==> config.mk <==
export PLATFORM = sky130hd
export DESIGN_NAME = axi_rd_arbiter
export DESIGN_NICKNAME = d
export VERILOG_FILES = /design/src/rtl/axi_rd_arbiter.sv
export SDC_FILE = /design/constraint.sdc
export NUM_CORES = 1
export LEC_CHECK = 0
export CAP_MARGIN = 20
export CORE_AREA = 2 2 100 102
export CTS_BUF_LIST = sky130_fd_sc_hd__clkbuf_2 sky130_fd_sc_hd__clkbuf_4 sky130_fd_sc_hd__clkbuf_8
export DETAILED_ROUTE_END_ITERATION = 12
export DIE_AREA = 0 0 102 104
export PLACE_DENSITY = 0.73
export SLEW_MARGIN = 0
export SYNTH_ARGS = -nofsm -noshare
export SYNTH_HDL_FRONTEND = slang
export SYNTH_SLANG_ARGS = --single-unit
==> constraint.sdc <==
create_clock -name clk -period 1.1 [get_ports clk]
set_input_delay 0.11 -clock clk [delete_from_list [all_inputs] [get_ports clk]]
set_output_delay 0.11 -clock clk [all_outputs]
set_load 0.01 [all_outputs]
==> src/rtl/axi_rd_arbiter.sv <==
// ---------------------------------------------------------------------------
// axi_rd_arbiter
//
// Shares the AR/R read channel of one AXI4 slave between NUM_M read masters.
// Only one burst is outstanding: the grant is taken in IDLE, the AR beat is
// forwarded in ADDR, and R beats are routed to the granted master in DATA
// until the RLAST handshake. Write channels do not pass through this block.
//
// Per-master signals are flat vectors; master i lives at [i*W +: W].
//
// Ports:
//   clk, rst_n                 clock, asynchronous active-low reset
//   s_axi_ar*  (per master)    AR requests from the masters
//   s_axi_arready[NUM_M]       AR ready back to the masters
//   s_axi_rid/rdata/rresp/rlast R payload, broadcast to every master
//   s_axi_rvalid[NUM_M]        R valid, only the granted master's bit
//   s_axi_rready[NUM_M]        R ready from the masters
//   m_axi_ar*                  AR channel to the slave
//   m_axi_r*                   R channel from the slave
//
// Build option:
//   AXI_RD_ARB_FIXED_PRIO_EN   when defined, the lowest-index requester always
//                              wins and no round-robin pointer exists.
// ---------------------------------------------------------------------------
module axi_rd_arbiter #(
  parameter int NUM_M      = 2,
  parameter int DATA_WIDTH = 32,
  parameter int ADDR_WIDTH = 32,
  parameter int ID_WIDTH   = 8
) (
  input  logic                         clk,
  input  logic                         rst_n,
  input  logic [NUM_M*ID_WIDTH-1:0]    s_axi_arid,
  input  logic [NUM_M*ADDR_WIDTH-1:0]  s_axi_araddr,
  input  logic [NUM_M*8-1:0]           s_axi_arlen,
  input  logic [NUM_M*3-1:0]           s_axi_arsize,
  input  logic [NUM_M*2-1:0]           s_axi_arburst,
  input  logic [NUM_M-1:0]             s_axi_arvalid,
  output logic [NUM_M-1:0]             s_axi_arready,
  output logic [ID_WIDTH-1:0]          s_axi_rid,
  output logic [DATA_WIDTH-1:0]        s_axi_rdata,
  output logic [1:0]                   s_axi_rresp,
  output logic                         s_axi_rlast,
  output logic [NUM_M-1:0]             s_axi_rvalid,
  input  logic [NUM_M-1:0]             s_axi_rready,
  output logic [ID_WIDTH-1:0]          m_axi_arid,
  output logic [ADDR_WIDTH-1:0]        m_axi_araddr,
  output logic [7:0]                   m_axi_arlen,
  output logic [2:0]                   m_axi_arsize,
  output logic [1:0]                   m_axi_arburst,
  output logic                         m_axi_arvalid,
  input  logic                         m_axi_arready,
  input  logic [ID_WIDTH-1:0]          m_axi_rid,
  input  logic [DATA_WIDTH-1:0]        m_axi_rdata,
  input  logic [1:0]                   m_axi_rresp,
  input  logic                         m_axi_rlast,
  input  logic                         m_axi_rvalid,
  output logic                         m_axi_rready
);

  localparam int GW = (NUM_M > 1) ? $clog2(NUM_M) : 1;

  typedef enum logic [1:0] {
    ST_IDLE = 2'd0,
    ST_ADDR = 2'd1,
    ST_DATA = 2'd2
  } state_t;

  state_t          r_state;
  state_t          w_state_nxt;
  logic [GW-1:0]   r_grant;
  logic [GW-1:0]   w_grant_nxt;
  logic [GW-1:0]   w_pick;

  // Signals of the currently granted master.
  logic [NUM_M-1:0]      w_gnt_oh;
  logic                  w_sel_arvalid;
  logic                  w_sel_rready;
  logic [ID_WIDTH-1:0]   w_sel_arid;
  logic [ADDR_WIDTH-1:0] w_sel_araddr;
  logic [7:0]            w_sel_arlen;
  logic [2:0]            w_sel_arsize;
  logic [1:0]            w_sel_arburst;

`ifdef AXI_RD_ARB_FIXED_PRIO_EN
  // Descending scan so the lowest requesting index is the last one written.
  always_comb begin
    w_pick = '0;
    for (int i = NUM_M - 1; i >= 0; i--) begin
      if (s_axi_arvalid[i]) w_pick = GW'(i);
    end
  end
`else
  logic [GW-1:0]    r_rr_ptr;
  logic [GW-1:0]    w_rr_ptr_nxt;
  logic [NUM_M-1:0] w_req_rot;
  logic             w_found;

  // Rotate the request vector so bit 0 corresponds to rr_ptr, then take the
  // first set bit and map it back to an absolute master index.
  always_comb begin
    w_req_rot = NUM_M'({s_axi_arvalid, s_axi_arvalid} >> r_rr_ptr);
    w_pick    = '0;
    w_found   = 1'b0;
    for (int k = 0; k < NUM_M; k++) begin
      if (!w_found && w_req_rot[k]) begin
        w_pick  = GW'((int'(r_rr_ptr) + k) % NUM_M);
        w_found = 1'b1;
      end
    end
  end
`endif

  always_comb begin
    w_gnt_oh      = '0;
    w_sel_arvalid = 1'b0;
    w_sel_rready  = 1'b0;
    w_sel_arid    = '0;
    w_sel_araddr  = '0;
    w_sel_arlen   = '0;
    w_sel_arsize  = '0;
    w_sel_arburst = '0;
    for (int i = 0; i < NUM_M; i++) begin
      if (r_grant == GW'(i)) begin
        w_gnt_oh[i]   = 1'b1;
        w_sel_arvalid = s_axi_arvalid[i];
        w_sel_rready  = s_axi_rready[i];
        w_sel_arid    = s_axi_arid[i*ID_WIDTH +: ID_WIDTH];
        w_sel_araddr  = s_axi_araddr[i*ADDR_WIDTH +: ADDR_WIDTH];
        w_sel_arlen   = s_axi_arlen[i*8 +: 8];
        w_sel_arsize  = s_axi_arsize[i*3 +: 3];
        w_sel_arburst = s_axi_arburst[i*2 +: 2];
      end
    end
  end

  // R payload is a pure wire path; only the valid/ready pair is steered.
  assign s_axi_rid   = m_axi_rid;
  assign s_axi_rdata = m_axi_rdata;
  assign s_axi_rresp = m_axi_rresp;
  assign s_axi_rlast = m_axi_rlast;

  always_ff @(posedge clk or negedge rst_n) begin
    if (!rst_n) begin
      r_state  <= ST_IDLE;
      r_grant  <= '0;
`ifndef AXI_RD_ARB_FIXED_PRIO_EN
      r_rr_ptr <= '0;
`endif
    end else begin
      r_state  <= w_state_nxt;
      r_grant  <= w_grant_nxt;
`ifndef AXI_RD_ARB_FIXED_PRIO_EN
      r_rr_ptr <= w_rr_ptr_nxt;
`endif
    end
  end

  always_comb begin
    w_state_nxt   = r_state;
    w_grant_nxt   = r_grant;
`ifndef AXI_RD_ARB_FIXED_PRIO_EN
    w_rr_ptr_nxt  = r_rr_ptr;
`endif
    m_axi_arid    = '0;
    m_axi_araddr  = '0;
    m_axi_arlen   = '0;
    m_axi_arsize  = '0;
    m_axi_arburst = '0;
    m_axi_arvalid = 1'b0;
    s_axi_arready = '0;
    s_axi_rvalid  = '0;
    m_axi_rready  = 1'b0;

    case (r_state)
      ST_IDLE: begin
        if (|s_axi_arvalid) begin
          w_grant_nxt = w_pick;
          w_state_nxt = ST_ADDR;
        end
      end

      ST_ADDR: begin
        // A granted master that drops arvalid keeps the grant; the request
        // simply stops being presented until it returns.
        m_axi_arid    = w_sel_arid;
        m_axi_araddr  = w_sel_araddr;
        m_axi_arlen   = w_sel_arlen;
        m_axi_arsize  = w_sel_arsize;
        m_axi_arburst = w_sel_arburst;
        m_axi_arvalid = w_sel_arvalid;
        s_axi_arready = w_gnt_oh & {NUM_M{m_axi_arready}};
        if (w_sel_arvalid && m_axi_arready) begin
          w_state_nxt = ST_DATA;
`ifndef AXI_RD_ARB_FIXED_PRIO_EN
          w_rr_ptr_nxt = (r_grant == GW'(NUM_M - 1)) ? '0 : r_grant + GW'(1);
`endif
        end
      end

      ST_DATA: begin
        m_axi_rready = w_sel_rready;
        s_axi_rvalid = w_gnt_oh & {NUM_M{m_axi_rvalid}};
        if (m_axi_rvalid && w_sel_rready && m_axi_rlast) begin
          w_state_nxt = ST_IDLE;
        end
      end

      default: w_state_nxt = ST_IDLE;
    endcase
  end

endmodule
==> impl_results.md <==
* Psw at 3.15 mW
* ANT cells at 0
* Grt met2 use at 20.8%
* Ys Warns at 0
* Grt ovf at 0
* Post-route ant nets at 0
* Crit path cell chain: buf_8, buf_16, mux2i_4, nor2_1, buf_2
* Via density at 3.85
* Clock root cell: clkbuf_8
* Core area at 0.00955 mm²
* Setup crit end kind: output port
* Pins over their slew limit at 0
* Maxcap violations at 0
* Die area at 0.0106 mm²
* Layout area overhead at 136%
* Setup crit start kind: flop
* Switching share of power at 43.5%
* Leakage at 1.53 nW
* Initial cell density of the core at 14.7%
* Slew of the pin with the lowest slew margin at 222 ps
* Mapped Nets at 348
* Inst Count DP at 455
* Critical path class: flop to output port
* Overall Power at 7.23 mW
* PnR worst setup slack at -479 ps
* Worst endpoint data arrival time at 1470 ps
* Initial DRC Count at 24
* Failing checks: setup timing
* Hold crit path type: input port to asynchronous set/reset pin
* First-pass GRT wire length at 9220 µm
* Vias in the first global route at 1,853
* Rel. slew slack at 85.1%
* H-tree levels at 1
* RSZ-0062 raised after global routing: yes
* Gr busiest metal: met2
* Multi-input logic area at 0.00110 mm²
* Internal power at 4.08 mW
* Critical path's slowest cell: dfrtp_4
* Predominant post-synthesis flop cell: dfrtp_1
* Clk_lat worst skew at 230 ps
* Largest net degree at the start of global routing at 32
* Post-Place Worst Slack at -610 ps
* IO Port Bufs at 174
* FILL cells at 1,004
* GRT met1 Usage at 11.3%
* CP delay by family, top: flip-flops
* Drt pass-1 iters at 3
* Synthesized area at 0.00140 mm²
* Share of the yosys chip area belonging to registers at 7.14%
* Final period util at 144%
* Fin crit period at 1580 ps
* Post-CTS Hold Fix Bufs at 0
* Maximum fanout along the worst path at 8
* Async set or reset register ratio after synthesis at 100%
* Clock transition at path regs at 40 ps
* Clk network pwr share at 5.0%
* TritonCTS clock tree: built
* Largest stage delay on the critical path at 530 ps
* Netlist cell types at 20
* Status: finished, violations left
* Skew final at 6.97 ps
* Worst vdd ir at 1.18 mV
* Post-synth EDFFs at 0
* Post-DP HPWL at 4850 µm
* Final WL at 6200 µm
* Grt met3 use at 2.35%
* Register area at 104 µm²
* F_max at 633 MHz
* DRC at 0
* Hold_ws at 104 ps
* Die height at 104 µm
* Synth Register Bits at 4
* Pwr dens at 2190 mW/mm²
* Via count at 1,813
* Hold Vio Cnt, Final at 0
* Share of cells above drive strength 1 at 32.8%
* Routability cong. at 0.837
* Die width at 102 µm
* Commonest non-fill, non-tap cells in the layout: 114 x clkdlybuf4s50_1, 44 x nor2_1, 40 x mux2i_1, 40 x buf_2, 13 x buf_6
* CP Buf/Inv Count at 3
* Io pins at 259
* TritonCTS Sinks at 4
* Sequential share of power at 4.8%
* Final net count at 496
* # setup viols final at 62
* Critical path data required time at 990 ps
* Std cell rows at 36
* Final std cells w/o fill at 471
* Gr usage total at 10.9%
* Syn Area/Cell at 7.34 µm²
* Combinational share of power at 90.1%
* Util after Layout at 34.6%
* WL per Instance at 13.2 µm
* Initial antenna violation count at 0
* Clk buf depth at 2
* CTS Buf Count at 3
* Commonest non-fill, non-tap cell in the layout: clkdlybuf4s50_1
* Mapped Cells at 191
through the flow:
| step | instance area [µm²] | setup TNS (ps) |
|---|---|---|
| 4_1_cts | 3250 | -25480 |
| 3_5_place_dp | 3100 | -31030 |
| 2_1_floorplan | 1460 | -2100 |
| 3_3_place_gp | 3100 | -29900 |
| 6_report | 3300 | -24760 |
| 5_1_grt | 3300 | -29690 |
registers in the layout, indices dropped and copies added, names as in the netlist:
name,count
r_grant,1
r_state,2
r_rr_ptr,1
path summary, 6_finish.rpt:
path                                start          endpoint  slack [ps]  depth (start not counted)
min                                 rst_n           r_grant         100                          1
min in group clk           m_axi_rdata[0]    s_axi_rdata[0]         220                          0
max reg2reg                       r_grant          r_rr_ptr        -330                          5
min reg2reg                      r_rr_ptr          r_rr_ptr         550                          2
max in group asynchronous           rst_n           r_grant         790                          1
max                               r_grant  m_axi_araddr[13]        -480                          5
cells by family (layout without fill, tap and decap cells):
group           count (synthesis)  in the layout  synth area share, %
mux                            56             56                 40.4
simple gates                   70             70                 20.2
flops                           4              4                 7.14
buf+inv                        57            204                 30.1
compound gates                  4              4                 2.23
power groups by stage:
stage               registers, mW  clock network (mW)  logic, mW
floorplan                   0.274                   0       3.27
global placement            0.351                   0       6.01
detailed placement          0.363                   0       6.06
CTS                         0.342               0.370       6.46
global route                0.378               0.388       7.02
finish                      0.351               0.363       6.52
metal layers:
| layer | up-vias | wire length (µm) |
|---|---|---|
| li1 | 885 | - |
| met1 | 817 | 2170 |
| met2 | 95 | 3290 |
| met3 | 16 | 604 |
| met4 | 0 | 136 |
| met5 | - | 0 |
Yosys cell counts (all sizes together), types with 2 or more instances:
cell type   n  area share (%)
buf        56              30
nor2       56              15
mux2i      55              39
nand2       5             1.3
dfrtp       4             7.1
nor2b       3             1.3
and3        2            0.89
timing repair:
action,in CTS,in global routing
pin swaps,9,12
gates cloned,4,0
resized for setup,237,17
setup buffers,7,2
endpoints found under the setup margin,63,63
area by class of cell:
type,instances,area share (%)
timing repair buffer,199,56.7
tap,133,5.04
sequential,4,3.15
inverter,1,0.114
clock buffer,4,1.48
multi-input combinational,130,33.5
Power figures use the tool's default switching activity.
